File: src/rtl/quad_pkg.sv
// Shared step encoding, FSM states and the A/B transition decoder used by the
// quadrature velocity counter.
package quad_pkg;

    localparam logic [1:0] STEP_NONE    = 2'b00;
    localparam logic [1:0] STEP_FWD     = 2'b01;
    localparam logic [1:0] STEP_REV     = 2'b10;
    localparam logic [1:0] STEP_ILLEGAL = 2'b11;

    typedef enum logic {
        ST_INIT = 1'b0,
        ST_RUN  = 1'b1
    } state_t;

    // Gray order 00->01->11->10->00 is forward; both bits flipping is illegal.
    function automatic logic [1:0] decode_step(input logic [1:0] prev_ab,
                                               input logic [1:0] cur_ab);
        logic [1:0] step;
        step = STEP_NONE;
        if (cur_ab == prev_ab) begin
            step = STEP_NONE;
        end else if ((cur_ab ^ prev_ab) == 2'b11) begin
            step = STEP_ILLEGAL;
        end else begin
            case ({prev_ab, cur_ab})
                4'b0001, 4'b0111, 4'b1110, 4'b1000: step = STEP_FWD;
                default:                            step = STEP_REV;
            endcase
        end
        return step;
    endfunction

endpackage

File: src/rtl/quad_decoder.sv
// Synchronises the encoder lines and turns each A/B transition into a step
// code; the INIT phase primes prev_ab so the idle level never counts.
module quad_decoder
    import quad_pkg::*;
#(
    parameter int unsigned SYNC_STAGES = 2
) (
    input  logic       clk,
    input  logic       reset,
    input  logic       enc_a,
    input  logic       enc_b,
    output logic [1:0] step_c,
    output logic       step_valid_c
);

    localparam int unsigned CNT_W = $clog2(SYNC_STAGES + 1);

    logic [SYNC_STAGES-1:0] a_sync;
    logic [SYNC_STAGES-1:0] b_sync;
    logic [1:0]             cur_ab;
    logic [1:0]             prev_ab;
    logic [CNT_W-1:0]       wait_cnt;
    logic                   wait_done;
    state_t                 state;
    state_t                 state_next;

    always_ff @(posedge clk or posedge reset) begin
        if (reset) begin
            a_sync <= '0;
            b_sync <= '0;
        end else begin
            a_sync <= {a_sync[SYNC_STAGES-2:0], enc_a};
            b_sync <= {b_sync[SYNC_STAGES-2:0], enc_b};
        end
    end

    assign cur_ab = {a_sync[SYNC_STAGES-1], b_sync[SYNC_STAGES-1]};

    // Tracking every cycle means prev_ab is primed by the last INIT cycle.
    always_ff @(posedge clk or posedge reset) begin
        if (reset) begin
            prev_ab <= 2'b00;
        end else begin
            prev_ab <= cur_ab;
        end
    end

    // Counts the cycles needed to flush the synchroniser after reset.
    always_ff @(posedge clk or posedge reset) begin
        if (reset) begin
            wait_cnt <= '0;
        end else if (state == ST_INIT && !wait_done) begin
            wait_cnt <= wait_cnt + CNT_W'(1);
        end
    end

    assign wait_done = (wait_cnt == CNT_W'(SYNC_STAGES));

    always_ff @(posedge clk or posedge reset) begin
        if (reset) begin
            state <= ST_INIT;
        end else begin
            state <= state_next;
        end
    end

    always_comb begin
        state_next = state;
        case (state)
            ST_INIT: if (wait_done) state_next = ST_RUN;
            ST_RUN:  state_next = ST_RUN;
            default: state_next = ST_INIT;
        endcase
    end

    always_comb begin
        step_c       = STEP_NONE;
        step_valid_c = 1'b0;
        if (state == ST_RUN) begin
            step_valid_c = 1'b1;
            step_c       = decode_step(prev_ab, cur_ab);
        end
    end

endmodule

File: src/rtl/quad_velocity_counter.sv
// Quadrature encoder front end: position accumulator, saturating window count
// latched as velocity on each sample_tick, and a sticky illegal-transition flag.
module quad_velocity_counter
    import quad_pkg::*;
#(
    parameter int unsigned COUNT_WIDTH = 16,
    parameter int unsigned POS_WIDTH   = 32,
    parameter int unsigned SYNC_STAGES = 2
) (
    input  logic                          clk,
    input  logic                          reset,
    input  logic                          enc_a,
    input  logic                          enc_b,
    input  logic                          sample_tick,
    input  logic                          clear_error,
    output logic signed [COUNT_WIDTH-1:0] velocity,
    output logic                          velocity_valid,
    output logic signed [POS_WIDTH-1:0]   position,
    output logic                          quad_error
);

    // Symmetric limits: the most-negative code is never produced.
    localparam logic signed [COUNT_WIDTH-1:0] CNT_MAX = {1'b0, {(COUNT_WIDTH-1){1'b1}}};
    localparam logic signed [COUNT_WIDTH-1:0] CNT_MIN = -CNT_MAX;

    logic [1:0]                    step_c;
    logic                          step_valid_c;
    logic                          fwd_c;
    logic                          rev_c;
    logic                          ill_c;
    logic signed [COUNT_WIDTH-1:0] window_count;
    logic signed [COUNT_WIDTH-1:0] window_next_c;
    logic signed [COUNT_WIDTH-1:0] step_count_c;

    quad_decoder #(
        .SYNC_STAGES (SYNC_STAGES)
    ) u_decoder (
        .clk          (clk),
        .reset        (reset),
        .enc_a        (enc_a),
        .enc_b        (enc_b),
        .step_c       (step_c),
        .step_valid_c (step_valid_c)
    );

    assign fwd_c = step_valid_c && (step_c == STEP_FWD);
    assign rev_c = step_valid_c && (step_c == STEP_REV);
    assign ill_c = step_valid_c && (step_c == STEP_ILLEGAL);

    always_comb begin
        step_count_c = '0;
        if (fwd_c) begin
            step_count_c = COUNT_WIDTH'(1);
        end else if (rev_c) begin
            step_count_c = {COUNT_WIDTH{1'b1}};
        end
    end

    always_comb begin
        window_next_c = window_count;
        if (fwd_c && window_count != CNT_MAX) begin
            window_next_c = window_count + COUNT_WIDTH'(1);
        end else if (rev_c && window_count != CNT_MIN) begin
            window_next_c = window_count - COUNT_WIDTH'(1);
        end
    end

    // A tick's own step belongs to the window it opens, not the one it closes.
    always_ff @(posedge clk or posedge reset) begin
        if (reset) begin
            window_count   <= '0;
            velocity       <= '0;
            velocity_valid <= 1'b0;
        end else begin
            velocity_valid <= sample_tick;
            if (sample_tick) begin
                velocity     <= window_count;
                window_count <= step_count_c;
            end else begin
                window_count <= window_next_c;
            end
        end
    end

    always_ff @(posedge clk or posedge reset) begin
        if (reset) begin
            position <= '0;
        end else if (fwd_c) begin
            position <= position + POS_WIDTH'(1);
        end else if (rev_c) begin
            position <= position - POS_WIDTH'(1);
        end
    end

    always_ff @(posedge clk or posedge reset) begin
        if (reset) begin
            quad_error <= 1'b0;
        end else if (ill_c) begin
            quad_error <= 1'b1;
        end else if (clear_error) begin
            quad_error <= 1'b0;
        end
    end

endmodule

File: config.mk
export PLATFORM = sky130hd
export DESIGN_NAME = quad_velocity_counter
export DESIGN_NICKNAME = d
export VERILOG_FILES = /design/src/rtl/quad_pkg.sv /design/src/rtl/quad_decoder.sv /design/src/rtl/quad_velocity_counter.sv
export SDC_FILE = /design/constraint.sdc
export NUM_CORES = 1
export LEC_CHECK = 0
export BUFFER_PORTS_ARGS = -buffer_cell sky130_fd_sc_hd__buf_2
export CAP_MARGIN = 10
export CORE_MARGIN = 3
export CORE_UTILIZATION = 64
export DETAILED_ROUTE_END_ITERATION = 10
export GPL_ROUTABILITY_DRIVEN = 0
export PLACE_DENSITY = 0.93
export SLEW_MARGIN = 20
export SYNTH_ARGS = -nofsm -noshare
export SYNTH_HDL_FRONTEND = slang
export SYNTH_HIERARCHICAL = 1
export SYNTH_SLANG_ARGS = --single-unit
File: constraint.sdc
create_clock -name clk -period 11.9 [get_ports clk]
set_clock_uncertainty 0.05 [all_clocks]
set_input_delay 2.38 -clock clk [delete_from_list [all_inputs] [get_ports clk]]
set_output_delay 2.38 -clock clk [all_outputs]
set_load 0.1 [all_outputs]
; ---- Word level (Yosys, flattened, before mapping)
; Cells that the tools add are included.
[word_totals]
register_bits = 75
latch_bits = 0
mem_bits_rw = 0
rom_bits = 0
in_bits = 6
out_inout_bits = 50
wordCells = 56
memories = 0
[op_classes]
addsub = 5
mul = 0
n_div = 0
order_cmp = 0
n_eq_ne = 12
shifts = 0
mux = 16
bitwise = 2
n_reduce_logical = 11
[op_table]
columns = op, n
row1 = 2-to-1 mux 16 bit, 5
row2 = 2-to-1 mux 32 bit, 2
row3 = "adder 32 x 2 -> 32 bit, second input constant", 1
row4 = "inequality test 16 bit, second input constant", 2
row5 = "subtractor 32 x 2 -> 32 bit, second input constant", 1
row6 = "adder 16 x 2 -> 16 bit, second input constant", 1
row7 = "subtractor 16 x 2 -> 16 bit, second input constant", 1
row8 = "== test 2 bit, second input constant", 4
row9 = "== test 4 bit, second input constant", 2
row10 = 2-to-1 mux 2 bit, 4
row11 = logical AND 1 bit, 6
row12 = "== test 4 x 1 -> 1 bit, second input constant", 1
row13 = "== test 4 x 3 -> 1 bit, second input constant", 1
row14 = 2-to-1 mux 1 bit, 4
row15 = nonzero test 2 bit, 2
row16 = OR reduction 4 bit, 1
row17 = nonzero test 3 bit, 1
row18 = "adder 2 x 1 -> 2 bit, second input constant", 1
row19 = "== test 2 x 1 -> 1 bit, second input constant", 1
row20 = == test 2 bit, 1
row21 = case mux 1 bit (2 select lines), 1
row22 = XOR 2 bit, 1
row23 = zero test 1 bit, 1
row24 = inverter 1 bit, 1

; ---- Longest topological paths before layout
; Gate-level depths: netlist of run 1.
[logic_depth]
depth_word = 12
mapped_depth = 16
depth_no_buf = 16

; ---- Hierarchy
; Netlist of run 1, hierarchy kept.
[modules_own_cells]
columns = module, instances, cells_per_inst, area_per_inst_um2, seq_area_each_um2
row1 = quad_velocity_counter, 1, 548, 4895.9, 1651.6
row2 = quad_decoder, 1, 29, 346.6, 225.2

; ---- Worst setup path after synthesis of run 1
; OpenSTA, ideal clock, no wires.
[synth_timing]
path_kind = flip-flop to flip-flop
from = reg u_decoder.a_sync[1]
to = reg window_count[15]
setup_ns = 0.095
t_arrival_ns = 4.154
t_required_ns = 11.755
path_slack_ns = 7.601
stages_incl_launch_ff = 17
path_buffers = 0
synth_period_minus_slack_ns = 4.299
path_cell_list = dfrtp_1 nor2b_1 a21oi_1 o22ai_1 nor2b_1 nand2_1 nor2_1 inv_1 ha_1 a211oi_1 o21ai_1 a211o_1 a211oi_1 o41a_1 nor2_1 o21a_1 o31ai_1
[synth_between]
elab_chain_cells = 11
word_cells_on_any_way = 23
classes_between = eq/ne (8) / mux (8) / bitwise (1) / reduce/logical (6)
[synth_rtl]
columns = element, line_no
row1 = "start, declared", quad_decoder.sv:18  ; logic [SYNC_STAGES-1:0] a_sync;
row2 = "start signal, assigned", quad_decoder.sv:32  ; a_sync <= {a_sync[SYNC_STAGES-2:0], enc_a};
row3 = "== test 4 x 1 -> 1 bit, or another cell as far along", quad_pkg.sv:25  ; case ({prev_ab, cur_ab})
row4 = OR reduction 4 bit, quad_pkg.sv:25
row5 = 2-to-1 mux 2 bit, quad_pkg.sv:25
row6 = 2-to-1 mux 2 bit, quad_pkg.sv:22  ; end else if ((cur_ab ^ prev_ab) == 2'b11) begin
row7 = 2-to-1 mux 2 bit (*), quad_pkg.sv:20  ; if (cur_ab == prev_ab) begin
row8 = 2-to-1 mux 2 bit (*), quad_decoder.sv:79  ; if (state == ST_RUN) begin
row9 = via step_c[0], quad_velocity_counter.sv:26  ; logic [1:0] step_c;
row10 = == test 2 bit / == test 2 x 1 -> 1 bit (equally long branches), "quad_velocity_counter.sv:47, quad_velocity_counter.sv:46"
row11 = "logical AND 1 bit, on equally long branches", "quad_velocity_counter.sv:47, quad_velocity_counter.sv:46"
row12 = 2-to-1 mux 16 bit / logical AND 1 bit (equally long branches), "quad_velocity_counter.sv:54, quad_velocity_counter.sv:61"
row13 = "2-to-1 mux 16 bit, on equally long branches", "quad_velocity_counter.sv:52, quad_velocity_counter.sv:61"
row14 = 2-to-1 mux 16 bit, quad_velocity_counter.sv:76  ; if (sample_tick) begin
row15 = "end signal, assigned", quad_velocity_counter.sv:78  ; window_count <= step_count_c;
row16 = "end signal, assigned", quad_velocity_counter.sv:80  ; window_count <= window_next_c;
row17 = "end, declared", quad_velocity_counter.sv:31  ; logic signed [COUNT_WIDTH-1:0] window_count;
; The timed path passes the listed nets; every way through them passes the cells marked *.
; A chain may end at the register's enable or synchronous reset.

; ---- Worst setup path in the final report of run 1
[layout_timing]
from = reg u_decoder.state
to = reg window_count[15]
[layout_between]
elab_chain_cells = 6
word_cells_on_any_way = 13
classes_between = eq/ne (2) / mux (6) / reduce/logical (5)
[layout_rtl]
columns = element, line_no
row1 = "start, declared", quad_decoder.sv:24  ; state_t state;
row2 = "start signal, assigned", quad_decoder.sv:63  ; state <= state_next;
row3 = 2-to-1 mux 2 bit (*), quad_decoder.sv:79
row4 = via step_c[0], quad_velocity_counter.sv:26
row5 = == test 2 bit / == test 2 x 1 -> 1 bit (equally long branches), "quad_velocity_counter.sv:47, quad_velocity_counter.sv:46"
row6 = "logical AND 1 bit, on equally long branches", "quad_velocity_counter.sv:47, quad_velocity_counter.sv:46"
row7 = 2-to-1 mux 16 bit / logical AND 1 bit (equally long branches), "quad_velocity_counter.sv:54, quad_velocity_counter.sv:61"
row8 = "2-to-1 mux 16 bit, on equally long branches", "quad_velocity_counter.sv:52, quad_velocity_counter.sv:61"
row9 = 2-to-1 mux 16 bit, quad_velocity_counter.sv:76
; Marked as above.

==> results of run 1 <==
==> worst paths after layout <==
kind	startpoint	end	cells past startpoint
min	u_decoder/b_sync[0]$_DFF_PP0_	u_decoder/b_sync[1]$_DFF_PP0_	0
max in group asynchronous	reset	window_count[4]$_DFFE_PP0P_	3
min in group asynchronous	reset	u_decoder/a_sync[0]$_DFF_PP0_	2
max reg2reg	u_decoder/state$_DFF_PP0_	window_count[15]$_DFFE_PP0P_	16
min reg2reg	u_decoder/b_sync[0]$_DFF_PP0_	u_decoder/b_sync[1]$_DFF_PP0_	0
max	u_decoder/state$_DFF_PP0_	window_count[15]$_DFFE_PP0P_	16
==> cell families (layout without fill, tap and decap cells) <==
| family | Yosys count | in the layout | synth area share (%) |
|---|---|---|---|
| AO/OA/AOI/OAI | 190 | 190 | 23.9 |
| XOR/XNOR | 34 | 34 | 5.68 |
| adder cells (fa/ha/maj) | 49 | 49 | 12.0 |
| buffers and inverters | 48 | 102 | 3.44 |
| flip-flops | 75 | 75 | 35.8 |
| multiplexers | 18 | 18 | 3.84 |
| AND/OR/NAND/NOR | 163 | 163 | 15.4 |
==> worst max-delay path, stage by stage (launching register included) <==
cell and delay, ps:
dfrtp_1 550, nand2b_1 150, o22ai_1 260, nor2b_1 330
nand2_1 100, buf_4 280, nor2_1 270, inv_1 350
ha_1 420, a211oi_1 300, o21ai_1 140, a211o_1 350
a211oi_1 360, o41a_1 280, nor2_1 80, o21a_1 210
o31ai_1 230
==> layout make-up <==
type	instances	area, um^2
multi-input cells	454	3200
inverters	27	101
well taps	102	128
clock buffers	12	145
repair buffers	59	305
fillers	538	2020
flip-flops and latches	75	1880
clock inverters	4	73.8
==> synthesized netlist by cell type, types with 9 or more instances <==
master | n | share of area (%)
a211oi_1 | 10 | 1.4
a21o_1 | 15 | 2.1
a21oi_1 | 48 | 4.6
clkbuf_1 | 19 | 1.4
dfrtp_1 | 75 | 36
ha_1 | 47 | 11
inv_1 | 27 | 1.9
mux2_2 | 17 | 3.7
nand2_1 | 58 | 4.2
nand3_1 | 12 | 1.1
nand4_1 | 12 | 1.4
nor2_1 | 30 | 2.1
nor2b_1 | 9 | 1.1
o211ai_1 | 12 | 1.7
o21a_1 | 16 | 2.3
o21ai_0 | 47 | 4.5
xnor2_1 | 20 | 3.3
xor2_1 | 14 | 2.3
==> metrics by stage <==
step,instance area (um^2),cells
CTS,5830,733
finish,5830,733
global route,5830,733
floorplan,5240,577
global placement,5610,717
detailed placement,5610,717
==> state kept, by name (all words and copies together) (netlist names), 2 cells and up <==
signal              count
position               32
velocity               16
u_decoder/prev_ab       2
u_decoder/a_sync        2
u_decoder/b_sync        2
u_decoder/wait_cnt      2
window_count           16
==> layout by cell type, fill, tap and decap left out, types with 4 or more instances in the layout <==
cell | Yosys | final
a211o_1 | 4 | 4
a211oi_1 | 10 | 10
a21o_1 | 15 | 15
a21oi_1 | 48 | 48
and3_1 | 5 | 5
buf_2 | 0 | 55
buf_4 | 0 | 4
clkbuf_8 | 0 | 10
dfrtp_1 | 75 | 75
ha_1 | 47 | 47
inv_1 | 27 | 26
mux2_2 | 17 | 17
nand2_1 | 58 | 58
nand2b_1 | 4 | 4
nand3_1 | 12 | 12
nand3b_1 | 4 | 4
nand4_1 | 12 | 12
nor2_1 | 30 | 30
nor2b_1 | 9 | 9
nor3_1 | 4 | 4
nor4_1 | 5 | 5
o211ai_1 | 12 | 12
o21a_1 | 16 | 16
o21ai_0 | 47 | 47
o21bai_1 | 6 | 6
o31ai_1 | 4 | 4
or3_1 | 6 | 6
xnor2_1 | 20 | 20
xor2_1 | 14 | 14
==> metal layers <==
layer | track usage [%] | vias to the layer above | share of wire [%]
met3 | 3.87 | 33 | 5.4
li1 | - | 2224 | -
met2 | 49.5 | 169 | 51
met4 | 15.3 | 0 | 3.1
met5 | 0 | - | 0
met1 | 32.5 | 2281 | 41
==> flow_summary_export.csv, run 1 <==
group,metric,value,unit
drt,drtIter0Drc,323,
floorplan,die_h,96.5,um
status,status,"finished clean",
clocking,ctsHoldBuffers,0,
floorplan,core_area,0.00785,mm^2
sta,hold_viol_final,0,
clocking,cts_resized,0,
finish,layout-drive-gt1-share,16.2,%
clocking,cts_buffers,9,
global_route,grtUsageTotal,28.0,%
global_route,grt_pass1_wl,20700,um
synth,ys_ff_latch,75,
worst_setup_path,start_kind,"flop",
drt,drtPass1Iterations,5,
floorplan,rows,32,
clocking,cts-root-buf,"clkbuf_8",
floorplan,initial_core_util,66.8,%
clocking,cts_setup_buffers,0,
synth,synth_cell_types,60,
global_route,first_global_vias,4649,
sta,fin_crit,4810,ps
clocking,path_clk_slew,80,ps
drt,drt-total-wl,12500,um
worst_setup_path,crit_path_end_kind,"flop",
sta,tightest_slew,853,ps
synth,syn_nets,632,
placed_design,io_buffers,55,
run,max_cap_violations,0,
floorplan,dieArea,0.00931,mm^2
finish,post-route-util,74.3,%
synth,ys.flop_type,"dfrtp_1",
finish,final_nets,681,
synth,ys_seq_area_share,35.8,%
global_route,grt_max_degree,67,
worst_setup_path,arrival,5030,ps
sta,rsz0062_at_grt,"false",
synth,syn_avg_cell_area,9.09,um^2
sta,max_freq,208,MHz
drt,viasPerCell,6.42,
synth,netlist_area,0.00524,mm^2
drt,routedWlPerCell,17.1,um
drt,vias,4707,
clocking,cts_max_path_buffers,2,
placed_design,post-dp-hpwl,8780,um
worst_setup_path,ff2ff_setup_slack,7090,ps
sta,finalSetupViolCount,0,
global_route,overflow,0,
sta,tns,0,ps
synth,synth_edf_count,0,
global_route,antenna_found_initial,0,
drt,drc_errors,0,
synth,synthesis.instances,577,
worst_setup_path,cp_max_fo,33,
clocking,clock-sinks,75,
synth,yosys_warnings,6,
sta,timing.hold.ws,299,ps
hold_path,min_path_type,"reg2reg",
finish,syn_to_final_growth,11.1,%
sta,worst_slack,7090,ps
sta,period_share,40.4,%
synth,async_flop_share,100,%
clocking,cts.htree.levels,3,
drt,ant_nets,0,
sta,slew_headroom,43.1,%
sta,maxSlewViolCount,0,
floorplan,die_w,96.5,um
clocking,clk_latency,370,ps
placed_design,post-place-ws,7260,ps
worst_setup_path,worstPathRequired,12110,ps
finish,n_antenna_cell,0,
clocking,cts_tree,"done",
floorplan,io_pins,56,
worst_setup_path,worstSetupPathType,"reg2reg",
Power of run 1 is not shown: default switching activity piles up to over one toggle a cycle in this logic, so the estimate is an artifact.
==> inputs of run 2 (changes only) <==
- CORE_UTILIZATION: 64 -> 60
- PLACE_DENSITY: 0.93 -> 0.88
- clock period: 11.9 -> 4.6 ns (I/O delays scaled with it)
==> run 2 against run 1 <==
Effect of this change:
- register-to-register slack got worse by 6800 ps
- critical path depth is the same
- maximum frequency rose by 11%
- die area increased by 6.2%
==> flow_summary_export.csv, run 2 (synthesis results as in run 1) <==
group,metric,value,unit
placed_design,io_buffers,55,
finish,largestRegisters,"position (32), velocity (16), window_count (16)",
drt,viasPerCell,6.16,
sta,tns,0,ps
finish,mostFrequentLayoutCells,"75 x dfrtp_1, 58 x nand2_1, 55 x buf_2",
worst_setup_path,worstSetupPathType,"reg2reg",
floorplan,initial_core_util,62.9,%
clocking,cts-root-buf,"clkbuf_8",
clocking,clock-sinks,75,
worst_setup_path,start_kind,"flop",
sta,period_share,94.1,%
global_route,overflow,0,
drt,drt-total-wl,11900,um
sta,max_freq,231,MHz
sta,worst_slack,272,ps
finish,layout-drive-gt1-share,16.9,%
placed_design,post-place-ws,271,ps
sta,hold_viol_final,0,
clocking,path_clk_slew,80,ps
finish,final_nets,684,
hold_path,min_path_type,"reg2reg",
finish,fillers,640,
drt,routed-wl-met2,6120,um
global_route,grt_pass1_wl,20200,um
floorplan,dieArea,0.00990,mm^2
finish,n_antenna_cell,0,
drt,drtPass1Iterations,5,
worst_setup_path,crit_path_end_kind,"flop",
drt,met3_length,512,um
sta,slew_headroom,37.5,%
finish,top_register,"position",
clocking,cts.htree.levels,3,
drt,wl_met1,4960,um
sta,rsz0062_at_grt,"false",
clocking,cts_tree,"done",
global_route,first_global_vias,4559,
sta,finalSetupViolCount,0,
floorplan,die_h,99.5,um
worst_setup_path,arrival,4560,ps
sta,maxSlewViolCount,0,
placed_design,placed_area,0.00562,mm^2
floorplan,core_area,0.00834,mm^2
global_route,grtUsageTotal,24.7,%
finish,final_common_cell,"dfrtp_1",
sta,fin_crit,4330,ps
global_route,grt_max_degree,62,
drt,top_layer_used,"met4",
floorplan,die_w,99.5,um
finish,syn_to_final_growth,11.4,%
global_route,antenna_found_initial,0,
worst_setup_path,worstPathRequired,4830,ps
clocking,cts_max_path_buffers,2,
floorplan,io_pins,56,
worst_setup_path,cp_max_fo,6,
finish,final_cell_area,0.00584,mm^2
run,max_cap_violations,0,
status,status,"finished clean",
drt,ant_nets,0,
clocking,clk_latency,360,ps
drt,drtIter0Drc,209,
finish,largest_reg_flops,32,
drt,routedWlPerCell,16.1,um
clocking,cts_buffers,9,
drt,drc_errors,0,
sta,tightest_slew,936,ps
placed_design,post-dp-hpwl,8530,um
floorplan,rows,33,
drt,vias,4546,
==> run 2: changes by cell type in the layout (fill, tap and decap cells not counted), sizes merged <==
cell	change
clkinv	-1
clkinvlp	+3
bufinv	-1
clkbuf	-2
buf	+3
==> run 2: final timing paths <==
path / startpoint / slack (ps) / end / depth (start not counted)
max in group asynchronous: reset / 2930 / position[23]$_DFFE_PP0P_ / 3
worst max register to register: u_decoder/a_sync[1]$_DFF_PP0_ / 270 / window_count[15]$_DFFE_PP0P_ / 16
worst min register to register: u_decoder/b_sync[0]$_DFF_PP0_ / 300 / u_decoder/b_sync[1]$_DFF_PP0_ / 0
worst max-delay path: u_decoder/a_sync[1]$_DFF_PP0_ / 270 / window_count[15]$_DFFE_PP0P_ / 16
worst min-delay path: u_decoder/b_sync[0]$_DFF_PP0_ / 300 / u_decoder/b_sync[1]$_DFF_PP0_ / 0
min in group asynchronous: reset / 460 / u_decoder/state$_DFF_PP0_ / 2
==> run 2: what timing repair did <==
action,4_1_cts,5_1_grt
gates resized for setup,0,1
hold buffers,0,0
endpoints found under the setup margin,0,2
setup buffers,0,2
==> run 2: area by class of cell <==
type,instances,area [um^2],area share (%)
Clock buffer,10,138,2.36
Clock inverter,5,62.6,1.07
Inverter,27,105,1.80
Multi-Input combinational cell,454,3200,54.8
Sequential cell,75,1880,32.1
Tap cell,105,131,2.25
Timing Repair Buffer,62,328,5.62
==> run 2: worst max-delay path, cell delays in order, from the launching register on <==
cell and delay, ps:
dfrtp_1 440, nor2b_1 170, a21oi_1 60, o22ai_1 240
nor2b_1 340, nand2_1 140, nor2_1 330, clkinvlp_4 230
ha_1 320, a211oi_1 450, o21ai_1 170, a211o_1 350
a211oi_1 280, o41a_1 240, nor2_1 70, o21a_1 170
o31ai_1 210
==> run 2: per-layer routing <==
| layer | vias to the layer above | GRT usage (%) |
|---|---|---|
| met2 | 131 | 44.9 |
| met5 | - | 0 |
| met3 | 41 | 4.63 |
| met1 | 2148 | 28.6 |
| li1 | 2226 | - |
| met4 | 0 | 9.66 |
==> run 2: through the flow <==
| step | utilization, % | cells | hold WS (ps) |
|---|---|---|---|
| 4_1_cts | 69.8 | 736 | 308 |
| 5_1_grt | 70.0 | 738 | 323 |
| 3_5_place_dp | 67.4 | 721 | 289 |
| 6_report | 70.0 | 738 | 304 |
| 2_1_floorplan | - | 577 | 281 |
| 3_3_place_gp | 67.4 | 721 | 288 |
Power of run 2 is left out for the same reason.
==> inputs of run 3 (changes only) <==
==> constraint.sdc (replaced) <==
create_clock -name clk -period 4.6 [get_ports clk]
set_clock_uncertainty 0.05 [all_clocks]
set_input_delay 0.46 -clock clk [delete_from_list [all_inputs] [get_ports clk]]
set_output_delay 0.46 -clock clk [all_outputs]
set_load 0.1 [all_outputs]
==> run 3 against run 2 <==
Effect of this change:
- register-to-register slack improved by 60 ps
- via count increased by 2.5%
- design area increased by 0.64%
- first-iteration DRC count increased by 35%
- highest routed layer unchanged
==> flow_summary_export.csv, run 3 (synthesis results as in run 1) <==
group,metric,value,unit
status,status,"finished clean",
worst_setup_path,cpPeakStageDelay,460,ps
global_route,first_global_vias,4516,
clocking,cts_buffers,9,
placed_design,post-dp-hpwl,8750,um
finish,fillers,639,
clocking,cts_max_path_buffers,2,
sta,max_freq,234,MHz
run,max_cap_violations,0,
floorplan,rows,33,
floorplan,dieArea,0.00990,mm^2
worst_setup_path,crit_path_end_kind,"flop",
worst_setup_path,worstPathRequired,4820,ps
finish,final_nets,687,
global_route,grt_pass1_wl,20000,um
clocking,cts.htree.levels,3,
finish,largest_reg_flops,32,
floorplan,die_w,99.5,um
worst_setup_path,r2r_cells,17,
floorplan,core_area,0.00834,mm^2
finish,layout-drive-gt1-share,17.6,%
drt,drtIter0Drc,283,
finish,n_antenna_cell,0,
global_route,overflow,0,
drt,drc_errors,0,
drt,drt-total-wl,12000,um
finish,mostFrequentLayoutCells,"75 x dfrtp_1, 58 x nand2_1, 55 x buf_2",
sta,tightest_slew,779,ps
clocking,clock-sinks,75,
sta,hold_viol_final,0,
sta,period_share,92.8,%
worst_setup_path,worstSetupPathType,"reg2reg",
global_route,antenna_found_initial,0,
worst_setup_path,cp_cell_sequence,"nor2b_1, a21oi_1, o22ai_1, nor2b_1, nand2_1, nor2_1, clkinvlp_4, buf_4, ha_1, o211ai_1, a21oi_1, and3_1, a211oi_1, o41a_1, and2_1, o21a_1, o31ai_1",
sta,maxSlewViolCount,0,
clocking,cts_tree,"done",
hold_path,min_path_type,"in2async",
floorplan,io_pins,56,
clocking,clk_latency,360,ps
finish,syn_to_final_growth,12.1,%
floorplan,initial_core_util,62.9,%
clocking,cts-root-buf,"clkbuf_8",
finish,top_register,"position",
drt,drtPass1Iterations,4,
worst_setup_path,cp_max_fo,10,
worst_setup_path,critical_path_depth,17,
worst_setup_path,path_buf_inv,2,
sta,finalSetupViolCount,0,
worst_setup_path,cp_slowest_cell,"o41a_1",
placed_design,io_buffers,55,
sta,fin_crit,4270,ps
finish,final_common_cell,"dfrtp_1",
floorplan,die_h,99.5,um
sta,slew_headroom,48.1,%
drt,viasPerCell,6.28,
worst_setup_path,critPathTopFamily,"compound AO/OA/AOI/OAI gates",
clocking,ctsHoldBuffers,0,
global_route,grt_max_degree,62,
global_route,grtUsageTotal,24.7,%
worst_setup_path,start_kind,"flop",
worst_setup_path,arrival,4490,ps
clocking,path_clk_slew,90,ps
finish,largestRegisters,"position (32), velocity (16), window_count (16)",
drt,routedWlPerCell,16.2,um
drt,ant_nets,0,
drt,vias,4659,
sta,tns,0,ps
## run 3: cell count changes in the layout (fill, tap and decap cells not counted)
cell        previous run  this run
inv_8                  0         1
buf_4                  7        10
clkinv_4               1         2
a211oi_1              10         9
clkinvlp_4             3         1
clkinv_2               0         1
a211oi_2               2         3
## run 3: routing by layer
layer / routed length, um / share of wire [%] / track usage [%]
met1: 5020 / 42 / 28.6
met5: 0 / 0 / 0
met4: 184 / 1.5 / 10.1
met2: 6190 / 51 / 45.0
met3: 632 / 5.3 / 4.14
## run 3: worst register-to-register path, cell delays in order (launching register included)
cell and delay (ps):
dfrtp_1 440, nor2b_1 190, a21oi_1 70, o22ai_1 240, nor2b_1 340, nand2_1 120, nor2_1 320, clkinvlp_4 210
buf_4 200, ha_1 350, o211ai_1 110, a21oi_1 210, and3_1 210, a211oi_1 90, o41a_1 460, and2_1 180
o21a_1 180, o31ai_1 220
## run 3: path summary, 6_finish.rpt
path / from / endpoint / slack [ps]
min: reset / u_decoder/a_sync[0]$_DFF_PP0_ / 7
max: u_decoder/a_sync[1]$_DFF_PP0_ / window_count[15]$_DFFE_PP0P_ / 330
min reg2reg: u_decoder/b_sync[0]$_DFF_PP0_ / u_decoder/b_sync[1]$_DFF_PP0_ / 300
max in group asynchronous: reset / velocity[11]$_DFFE_PP0P_ / 3440
min in group clk: enc_a / u_decoder/a_sync[0]$_DFF_PP0_ / 150
max reg2reg: u_decoder/a_sync[1]$_DFF_PP0_ / window_count[15]$_DFFE_PP0P_ / 330
## run 3: per-stage QoR
| step | cell area (um^2) | util, % | setup WS, ps | std cells | hold WS, ps |
|---|---|---|---|---|---|
| CTS | 5830 | 69.9 | 273 | 737 | 16.0 |
| detailed placement | 5620 | 67.4 | 310 | 721 | 285 |
| finish | 5880 | 70.4 | 329 | 742 | 6.95 |
| global route | 5880 | 70.4 | -4.82 | 742 | 28.0 |
| global placement | 5620 | 67.4 | 567 | 721 | 292 |
| floorplan | 5240 | - | 301 | 577 | 238 |
## run 3: repair_timing
item / in CTS / in global routing
endpoints found under the setup margin: 0 / 4
endpoints found under the hold margin: 0 / 0
gates resized for setup: 0 / 2
buffers inserted: 0 / 5
## run 3: layout make-up
cell class                      count  area, um^2  area share (%)
Tap cell                          105         131            2.24
Sequential cell                    75        1880            31.9
Multi-Input combinational cell    454        3200            54.5
Inverter                           27         105            1.79
Timing Repair Buffer               65         350            5.96
Clock buffer                       10         138            2.34
Clock inverter                      6        72.6            1.24
Power of run 3 is left out for the same reason.
